<file path="src/rtl/parity_scheduler.sv">
// ---------------------------------------------------------------------------
// parity_scheduler
//
// Lets NUM_REQ byte sources share one bit-serial parity engine. In IDLE a
// round-robin arbiter grants one valid requester and captures its byte. The
// engine then folds one bit per cycle into a parity accumulator for 8 cycles.
// After that it presents {byte, parity} plus the owner's index on a
// valid/ready output, and holds it until the downstream side accepts it.
//
// Optional build macro:
//   PARITY_SCHED_ODD_PARITY_EN - when defined, the accumulator starts at 1,
//                                so the result bit is odd parity. When it is
//                                undefined, the result bit is even parity.
//
// Ports:
//   clk        in   system clock, rising edge
//   rst_n      in   asynchronous active-low reset
//   req_valid  in   [NUM_REQ]    per-requester byte valid
//   req_data   in   [8*NUM_REQ]  byte of requester i on [8*i+7:8*i]
//   req_ready  out  [NUM_REQ]    one-hot grant in IDLE, otherwise zero
//   out_valid  out               result available (DONE state)
//   out_ready  in                downstream accepts the result
//   out_data   out  [9]          {captured byte, parity}, parity in bit 0
//   out_id     out  [ID_W]       index of the requester owning out_data
//   busy       out               FSM is not in IDLE
// ---------------------------------------------------------------------------
module parity_scheduler #(
    parameter int NUM_REQ = 4,
    parameter int ID_W    = 2
) (
    input  logic                   clk,
    input  logic                   rst_n,
    input  logic [NUM_REQ-1:0]     req_valid,
    input  logic [8*NUM_REQ-1:0]   req_data,
    output logic [NUM_REQ-1:0]     req_ready,
    output logic                   out_valid,
    input  logic                   out_ready,
    output logic [8:0]             out_data,
    output logic [ID_W-1:0]        out_id,
    output logic                   busy
);

`ifdef PARITY_SCHED_ODD_PARITY_EN
    localparam logic ACC_INIT = 1'b1;
`else
    localparam logic ACC_INIT = 1'b0;
`endif

    localparam logic [ID_W-1:0] LAST_ID = ID_W'(NUM_REQ - 1);

    typedef enum logic [1:0] {
        IDLE  = 2'd0,
        SHIFT = 2'd1,
        DONE  = 2'd2
    } state_t;

    state_t          state_q,  state_d;
    logic [ID_W-1:0] rr_ptr_q, rr_ptr_d;
    logic [2:0]      cnt_q,    cnt_d;
    logic [7:0]      sh_q,     sh_d;
    logic            acc_q,    acc_d;
    logic [ID_W-1:0] id_q,     id_d;

    logic            found;
    logic [ID_W-1:0] grant_idx;

    // Round-robin search: scan from rr_ptr upward, wrapping modulo NUM_REQ,
    // and take the first requester that is valid.
    always_comb begin
        found     = 1'b0;
        grant_idx = '0;
        for (int k = 0; k < NUM_REQ; k++) begin
            int idx;
            idx = int'(rr_ptr_q) + k;
            if (idx >= NUM_REQ) begin
                idx = idx - NUM_REQ;
            end
            if (!found && req_valid[idx]) begin
                found     = 1'b1;
                grant_idx = ID_W'(idx);
            end
        end
    end

    // The grant is also gated by rst_n, so nothing looks accepted while the
    // block is being held in reset.
    assign req_ready = (state_q == IDLE && found && rst_n)
                     ? (NUM_REQ'(1) << grant_idx) : '0;

    assign out_valid = (state_q == DONE);
    assign busy      = (state_q != IDLE);
    assign out_data  = (state_q == DONE) ? {sh_q, acc_q} : 9'd0;
    assign out_id    = (state_q == DONE) ? id_q : '0;

    always_comb begin
        state_d  = state_q;
        rr_ptr_d = rr_ptr_q;
        cnt_d    = cnt_q;
        sh_d     = sh_q;
        acc_d    = acc_q;
        id_d     = id_q;
        unique case (state_q)
            IDLE: begin
                if (found) begin
                    sh_d     = req_data[8*int'(grant_idx) +: 8];
                    id_d     = grant_idx;
                    acc_d    = ACC_INIT;
                    cnt_d    = 3'd0;
                    rr_ptr_d = (grant_idx == LAST_ID) ? '0 : grant_idx + 1'b1;
                    state_d  = SHIFT;
                end
            end
            SHIFT: begin
                // Rotate right, not shift. After 8 rotations the captured
                // byte is back in its original position, ready for out_data.
                acc_d = acc_q ^ sh_q[0];
                sh_d  = {sh_q[0], sh_q[7:1]};
                cnt_d = cnt_q + 3'd1;
                if (cnt_q == 3'd7) begin
                    state_d = DONE;
                end
            end
            DONE: begin
                if (out_ready) begin
                    state_d = IDLE;
                end
            end
            default: state_d = IDLE;
        endcase
    end

    always_ff @(posedge clk or negedge rst_n) begin
        if (!rst_n) begin
            state_q  <= IDLE;
            rr_ptr_q <= '0;
            cnt_q    <= 3'd0;
            sh_q     <= 8'd0;
            acc_q    <= ACC_INIT;
            id_q     <= '0;
        end else begin
            state_q  <= state_d;
            rr_ptr_q <= rr_ptr_d;
            cnt_q    <= cnt_d;
            sh_q     <= sh_d;
            acc_q    <= acc_d;
            id_q     <= id_d;
        end
    end

endmodule
</file>
<file path="config.mk">
export PLATFORM = sky130hd
export DESIGN_NAME = parity_scheduler
export DESIGN_NICKNAME = d
export VERILOG_FILES = /design/src/rtl/parity_scheduler.sv
export SDC_FILE = /design/constraint.sdc
export NUM_CORES = 1
export LEC_CHECK = 0
export ABC_AREA = 1
export CAP_MARGIN = 20
export CORE_UTILIZATION = 45
export DETAILED_ROUTE_END_ITERATION = 12
export GPL_ROUTABILITY_DRIVEN = 1
export PLACE_DENSITY = 0.79
export RECOVER_POWER = 50
export SYNTH_ARGS = -nofsm -noshare
export SYNTH_HDL_FRONTEND = slang
export SYNTH_SLANG_ARGS = --single-unit
</file>
<file path="constraint.sdc">
create_clock -name clk -period 2.5 [get_ports clk]
set_input_delay 0.25 -clock clk [delete_from_list [all_inputs] [get_ports clk]]
set_output_delay 0.25 -clock clk [all_outputs]
set_load 0.01 [all_outputs]
</file>
==> results.json, run 1 <==
{
  "status": "finished clean",
  "setup_violations": 0,
  "maxCapViolCount": 0,
  "fp.coreArea_mm2": 0.00342,
  "netlist_instances": 239,
  "power.share.clock_pct": 3.8,
  "area_delta_synth_final_pct": 48.4,
  "clk_latency_ps": 280,
  "worstMarginPinSlew_ps": 407,
  "relSlewSlack_pct": 72.9,
  "worst_slack_ps": 81.2,
  "dpl.cell_count": 352,
  "finalHoldViolCount": 0,
  "drt_iter0_drc": 70,
  "fin_nets": 363,
  "grt_setup_unrepaired": "yes",
  "rr_endpoint": "sh_q[4]",
  "drc": 0,
  "grt_max_degree": 19,
  "cts.reportedPaths.clkPinSlew_ps": 100,
  "tritoncts": "yes",
  "p_int_mw": 1.77,
  "multi_input_area_mm2": 0.00101,
  "combinationalPowerShare_pct": 80.3,
  "powerDensity_mw_per_mm2": 1470,
  "die_h_um": 62.3,
  "r2r_cells": 13,
  "grt_util_all_layers_pct": 22.1,
  "p_total_mw": 3.58,
  "ys_top_cells_by_count": "nand2_1, nand3_1, inv_1, dfrtp_1, nor2_1",
  "gp_congestion": 0.877,
  "leakage_nw": 1.23,
  "required_ps": 2250,
  "post-synth-top-count-cell": "nand2_1",
  "seqPwrFrac_pct": 15.9,
  "min_period_over_period_pct": 96.8,
  "p_switching_mw": 1.81,
  "grt_pass1_vias": 1612,
  "yosysUniqueCellTypes": 26,
  "viasPerCell": 4.87,
  "endpoint_kind": "output pin",
  "design_area_mm2": 0.00243,
  "synth_edf_count": 0,
  "synthFlopType": "dfrtp_1",
  "die_w_um": 62.3,
  "yosys.area.top_type": "dfrtp_1",
  "postCtsHoldBufs": 0,
  "seqCellArea_um2": 452,
  "ir_drop_mv": 0.749,
  "finalNonFillerCells": 362,
  "hpwl_um": 3270,
  "yosys_warnings": 0,
  "crit_fanout": 4,
  "synthTopCellsByArea": "dfrtp_1, nand2_1, nand3_1, inv_1, nand2_2",
  "fillers": 292,
  "antenna_found_initial": 0,
  "wirelength_um": 4280,
  "placed_area_mm2": 0.00232,
  "synth_top_area_share_pct": 27.5,
  "ys_ff_latch": 18,
  "cp-start-kind": "flip-flop",
  "numCtsBuffers": 3,
  "r2r_slack_ps": 420,
  "p_sw_share_pct": 50.5,
  "yosysSeqAreaShare_pct": 27.5,
  "drive_gt1_share_pct": 23.7,
  "cts_root_buf": "clkbuf_4",
  "die-area_mm2": 0.00388,
  "critical_path_class": "flip-flop to output pin",
  "start_util_pct": 47.9,
  "dr.pass1.iters": 4,
  "cp.arrival_ps": 2170,
  "whs_ps": 379,
  "fin_crit_ps": 2420,
  "drv_slew": 0,
  "routedWlPerCell_um": 11.8,
  "syn_avg_cell_area_um2": 6.84,
  "skew_ps": 3.78,
  "io_buffers": 55,
  "grt_pass1_wl_um": 7070,
  "antenna_cells": 0,
  "cts_max_path_buffers": 2,
  "htreeDepth": 1,
  "syn_nets": 284,
  "antenna_left": 0,
  "synth-async-reset-ratio_pct": 100,
  "clock-sinks": 18,
  "pin_count": 56,
  "dp_slack_ps": -143,
  "r2r-start": "rr_ptr_q[0]",
  "vias": 1764,
  "row_count": 21,
  "syn-cell-area_mm2": 0.00164,
  "grt_remaining_overflow": 0,
  "hp-class": "primary input to asynchronous set/reset pin",
  "timing.fmax_ghz": 0.413
}
state kept, by name (all words and copies together), names as in the netlist:
signal,count
acc_q,1
id_q,2
rr_ptr_q,2
cnt_q,3
state_q,2
sh_q,8
worst max-delay path by stage:
stage                  from           end  slack [ps]  cells past startpoint
2_1_floorplan   rr_ptr_q[0]  req_ready[3]         560                     14
4_1_cts         rr_ptr_q[0]  req_ready[3]          10                     13
5_1_grt         rr_ptr_q[0]  req_ready[1]         -40                     14
6_report        rr_ptr_q[0]  req_ready[1]          80                     13
3_3_place_gp   req_valid[3]  req_ready[1]        -110                     15
3_5_place_dp   req_valid[3]  req_ready[1]        -140                     15
cell families after synthesis:
kind of cell / after synthesis / share of synthesized area [%]
buf+inv: 43 / 12.9
flops: 18 / 27.5
compound gates: 13 / 4.59
fa+ha+maj: 6 / 4.59
simple gates: 159 / 50.3
placed cells by master, fill, tap and decap left out, types with 2 or more instances in the layout:
cell             netlist  final
inv_1                 30     30
nand2_2               14     17
nand3_1               36     35
clkbuf_2               0      2
nand4_1                3      3
dfrtp_1               18     17
clkdlybuf4s50_1        0     50
nor2_1                18     18
o21ai_0                7      7
nand3_2                3      3
ha_1                   6      5
nand3_4                2      3
inv_2                  3      3
buf_2                  1      2
buf_4                  1     25
nand2_4                7      7
clkbuf_4               0      3
nor2_8                 2      2
a22o_1                 2      2
nand2_1               73     70
metrics by stage:
| stage | util, % | setup TNS (ps) |
|---|---|---|
| after floorplan | - | 0 |
| after global placement | 67.9 | -334 |
| after detailed placement | 67.9 | -488 |
| after CTS | 70.2 | 0 |
| after global routing | 71.1 | -68.0 |
| final | 71.1 | 0 |
power groups by stage:
stage / logic, mW / registers [mW] / clock network, mW
2_1_floorplan: 1.94 / 0.526 / 0
3_3_place_gp: 2.59 / 0.572 / 0
3_5_place_dp: 2.63 / 0.578 / 0
4_1_cts: 2.75 / 0.563 / 0.140
5_1_grt: 3.20 / 0.588 / 0.155
6_report: 2.87 / 0.569 / 0.138
critical path: stages, from the launching register on:
cell and delay [ps]:
dfrtp_2 480, buf_12 150, nand2_1 70, nand2_2 80
buf_4 150, o21ai_4 160, nand3_4 110, buf_4 170
inv_4 70, nor2_8 40, ha_1 190, inv_1 50
nor2_1 40, buf_2 130
routing by layer:
layer | share of wire (%) | up-vias | global-route usage, %
li1 | - | 898 | -
met1 | 45 | 809 | 31.6
met4 | 0.89 | 0 | 5.23
met5 | 0 | - | 0
met3 | 5.4 | 4 | 1.47
met2 | 48 | 53 | 36.3
repair_timing:
action,in CTS,in global routing
setup buffers,4,3
resized for setup,16,10
pin swaps,1,4
endpoints found under the setup margin,4,4
endpoints found under the hold margin,0,0
area by class of cell:
class                           instances  area share [%]
Multi-Input combinational cell        178            41.5
Timing Repair Buffer                   82            30.9
Sequential cell                        18            18.6
Inverter                               35            5.72
Tap cell                               46            2.37
Clock buffer                            3           0.928
(Power assumes the default switching activity.)
==> run 2, diff against run 1 <==
- SKIP_LAST_GASP: not set -> 1
==> run 2 against run 1 <==
Sequential share of layout area fell by 0.082 points. Routed wire length is 0.70% higher. Power up 0.49%. Hold slack improved by 120 ps. Combinational power hardly changed. Cell area is 0.72% higher. Critical endpoint unchanged. Critical path type unchanged. Final cell count is 0.28% lower. Flip-flop and latch count is the same. Sequential power barely moved. First-iteration DRC count rose by 26%.
==> results.json, run 2 (same netlist as run 1, synthesis figures left out) <==
{
  "gp_congestion": 0.877,
  "cts_max_path_buffers": 2,
  "io_buffers": 55,
  "required_ps": 2250,
  "grt_max_degree": 19,
  "die-area_mm2": 0.00388,
  "largest_register": "sh_q",
  "p_switching_mw": 1.82,
  "critical_path_class": "flip-flop to output pin",
  "rr_endpoint": "sh_q[4]",
  "ir_drop_mv": 0.737,
  "hpwl_um": 3270,
  "dp_slack_ps": -143,
  "p_sw_share_pct": 50.6,
  "fp.coreArea_mm2": 0.00342,
  "fin_nets": 362,
  "antenna_left": 0,
  "min_from": "cnt_q[0]",
  "placed_area_mm2": 0.00232,
  "grt_remaining_overflow": 0,
  "multi_input_area_mm2": 0.00103,
  "clock-sinks": 18,
  "die_w_um": 62.3,
  "numCtsBuffers": 3,
  "grt_pass1_wl_um": 7070,
  "r2r_cells": 13,
  "worst_slack_ps": 147,
  "combinationalPowerShare_pct": 80.3,
  "antenna_cells": 0,
  "postCtsHoldBufs": 0,
  "htreeDepth": 1,
  "setup_violations": 0,
  "r2r-start": "rr_ptr_q[0]",
  "seqCellArea_um2": 453,
  "power.share.clock_pct": 3.8,
  "viasPerCell": 4.86,
  "fillers": 291,
  "crit_start": "rr_ptr_q[0]",
  "relSlewSlack_pct": 35.8,
  "drv_slew": 0,
  "row_count": 21,
  "maxCapViolCount": 0,
  "final_common_cell": "nand2_1",
  "area_delta_synth_final_pct": 49.5,
  "r2r_slack_ps": 390,
  "powerDensity_mw_per_mm2": 1470,
  "cp-start-kind": "flip-flop",
  "pin_count": 56,
  "start_util_pct": 47.9,
  "drive_gt1_share_pct": 25.1,
  "hp-class": "flip-flop to flip-flop",
  "drc": 0,
  "routedWlPerCell_um": 11.9,
  "endpoint_kind": "output pin",
  "hold_path_depth": 1,
  "leakage_nw": 1.24,
  "postLayoutCoreUtil_pct": 71.6,
  "dr.pass1.iters": 4,
  "grt_util_all_layers_pct": 22.1,
  "fin_crit_ps": 2350,
  "min_period_over_period_pct": 94.1,
  "skew_ps": 3.14,
  "wirelength_um": 4310,
  "tns_ps": 0,
  "worstMarginPinSlew_ps": 964,
  "design_area_mm2": 0.00244,
  "vias": 1753,
  "crit_fanout": 5,
  "cp.arrival_ps": 2100,
  "endpoint": "req_ready[1]",
  "p_int_mw": 1.78,
  "cts.reportedPaths.clkPinSlew_ps": 100,
  "seqPwrFrac_pct": 15.9,
  "p_total_mw": 3.59,
  "antenna_found_initial": 0,
  "final_cell_mix": "nand2_1, clkdlybuf4s50_1, nand3_1, inv_1, buf_4",
  "cts_root_buf": "clkbuf_4",
  "largest_register_ffs": 8,
  "top_regs": "sh_q (8), cnt_q (3)",
  "timing.fmax_ghz": 0.425,
  "drt_iter0_drc": 88,
  "clk_latency_ps": 280,
  "status": "finished clean",
  "tritoncts": "yes",
  "finalHoldViolCount": 0,
  "grt_pass1_vias": 1612,
  "die_h_um": 62.3
}
[run 2: cell types whose count changed in the layout (fill, tap and decap cells not counted), sizes merged]
cell	delta
buf	-2
dlymetal6s2s	+1
clkdlybuf4s50	-2
dlygate4sd3	+2
[run 2: power groups by stage]
stage	logic [mW]	clock network [mW]	registers (mW)
finish	2.89	0.137	0.571
global placement	2.59	0	0.572
global route	3.22	0.155	0.591
detailed placement	2.63	0	0.578
floorplan	1.94	0	0.526
CTS	2.75	0.140	0.563
[run 2: repair_timing]
item,in CTS,in global routing
setup endpoints to repair,4,4
pin swaps,1,3
buffers inserted,4,3
gates resized for setup,12,19
[run 2: routing by layer]
layer / global-route usage (%) / part of all wire [%]
met5: 0 / 0
met4: 5.23 / 1.2
met3: 1.47 / 4.1
met2: 36.3 / 49
met1: 31.6 / 46
[run 2: worst max-delay path: stages (launching register included)]
cell and delay (ps):
dfrtp_2 460, buf_6 140, nand2_2 70, nand3_2 100
nand2_2 70, buf_4 140, nand2_2 90, nand2_2 70
nand2_4 90, nand2_4 70, nor2_8 100, ha_1 150
inv_1 40, nor2_1 90, buf_2 130
[run 2: through the flow]
step	hold slack [ps]	instances
after CTS	379	359
after floorplan	-45.6	239
final	503	361
after detailed placement	493	352
after global routing	525	361
after global placement	472	352
[run 2: worst min path at each step]
| stage | endpoint |
|---|---|
| floorplan | acc_q |
| global placement | id_q[1] |
| detailed placement | cnt_q[2] |
| CTS | state_q[1] |
| global route | state_q[1] |
| finish | cnt_q[0] |
[run 2: final cells by class]
class / instances / share of cell area, %
Clock buffer: 3 / 0.921
Inverter: 35 / 5.68
Multi-Input combinational cell: 178 / 42.0
Sequential cell: 18 / 18.5
Tap cell: 46 / 2.35
Timing Repair Buffer: 81 / 30.5
==> run 3, diff against run 2 <==
- CAP_MARGIN: 20 -> 30
==> results of run 3 <==
Final layout, timing and power as in run 2 (identical DEF).
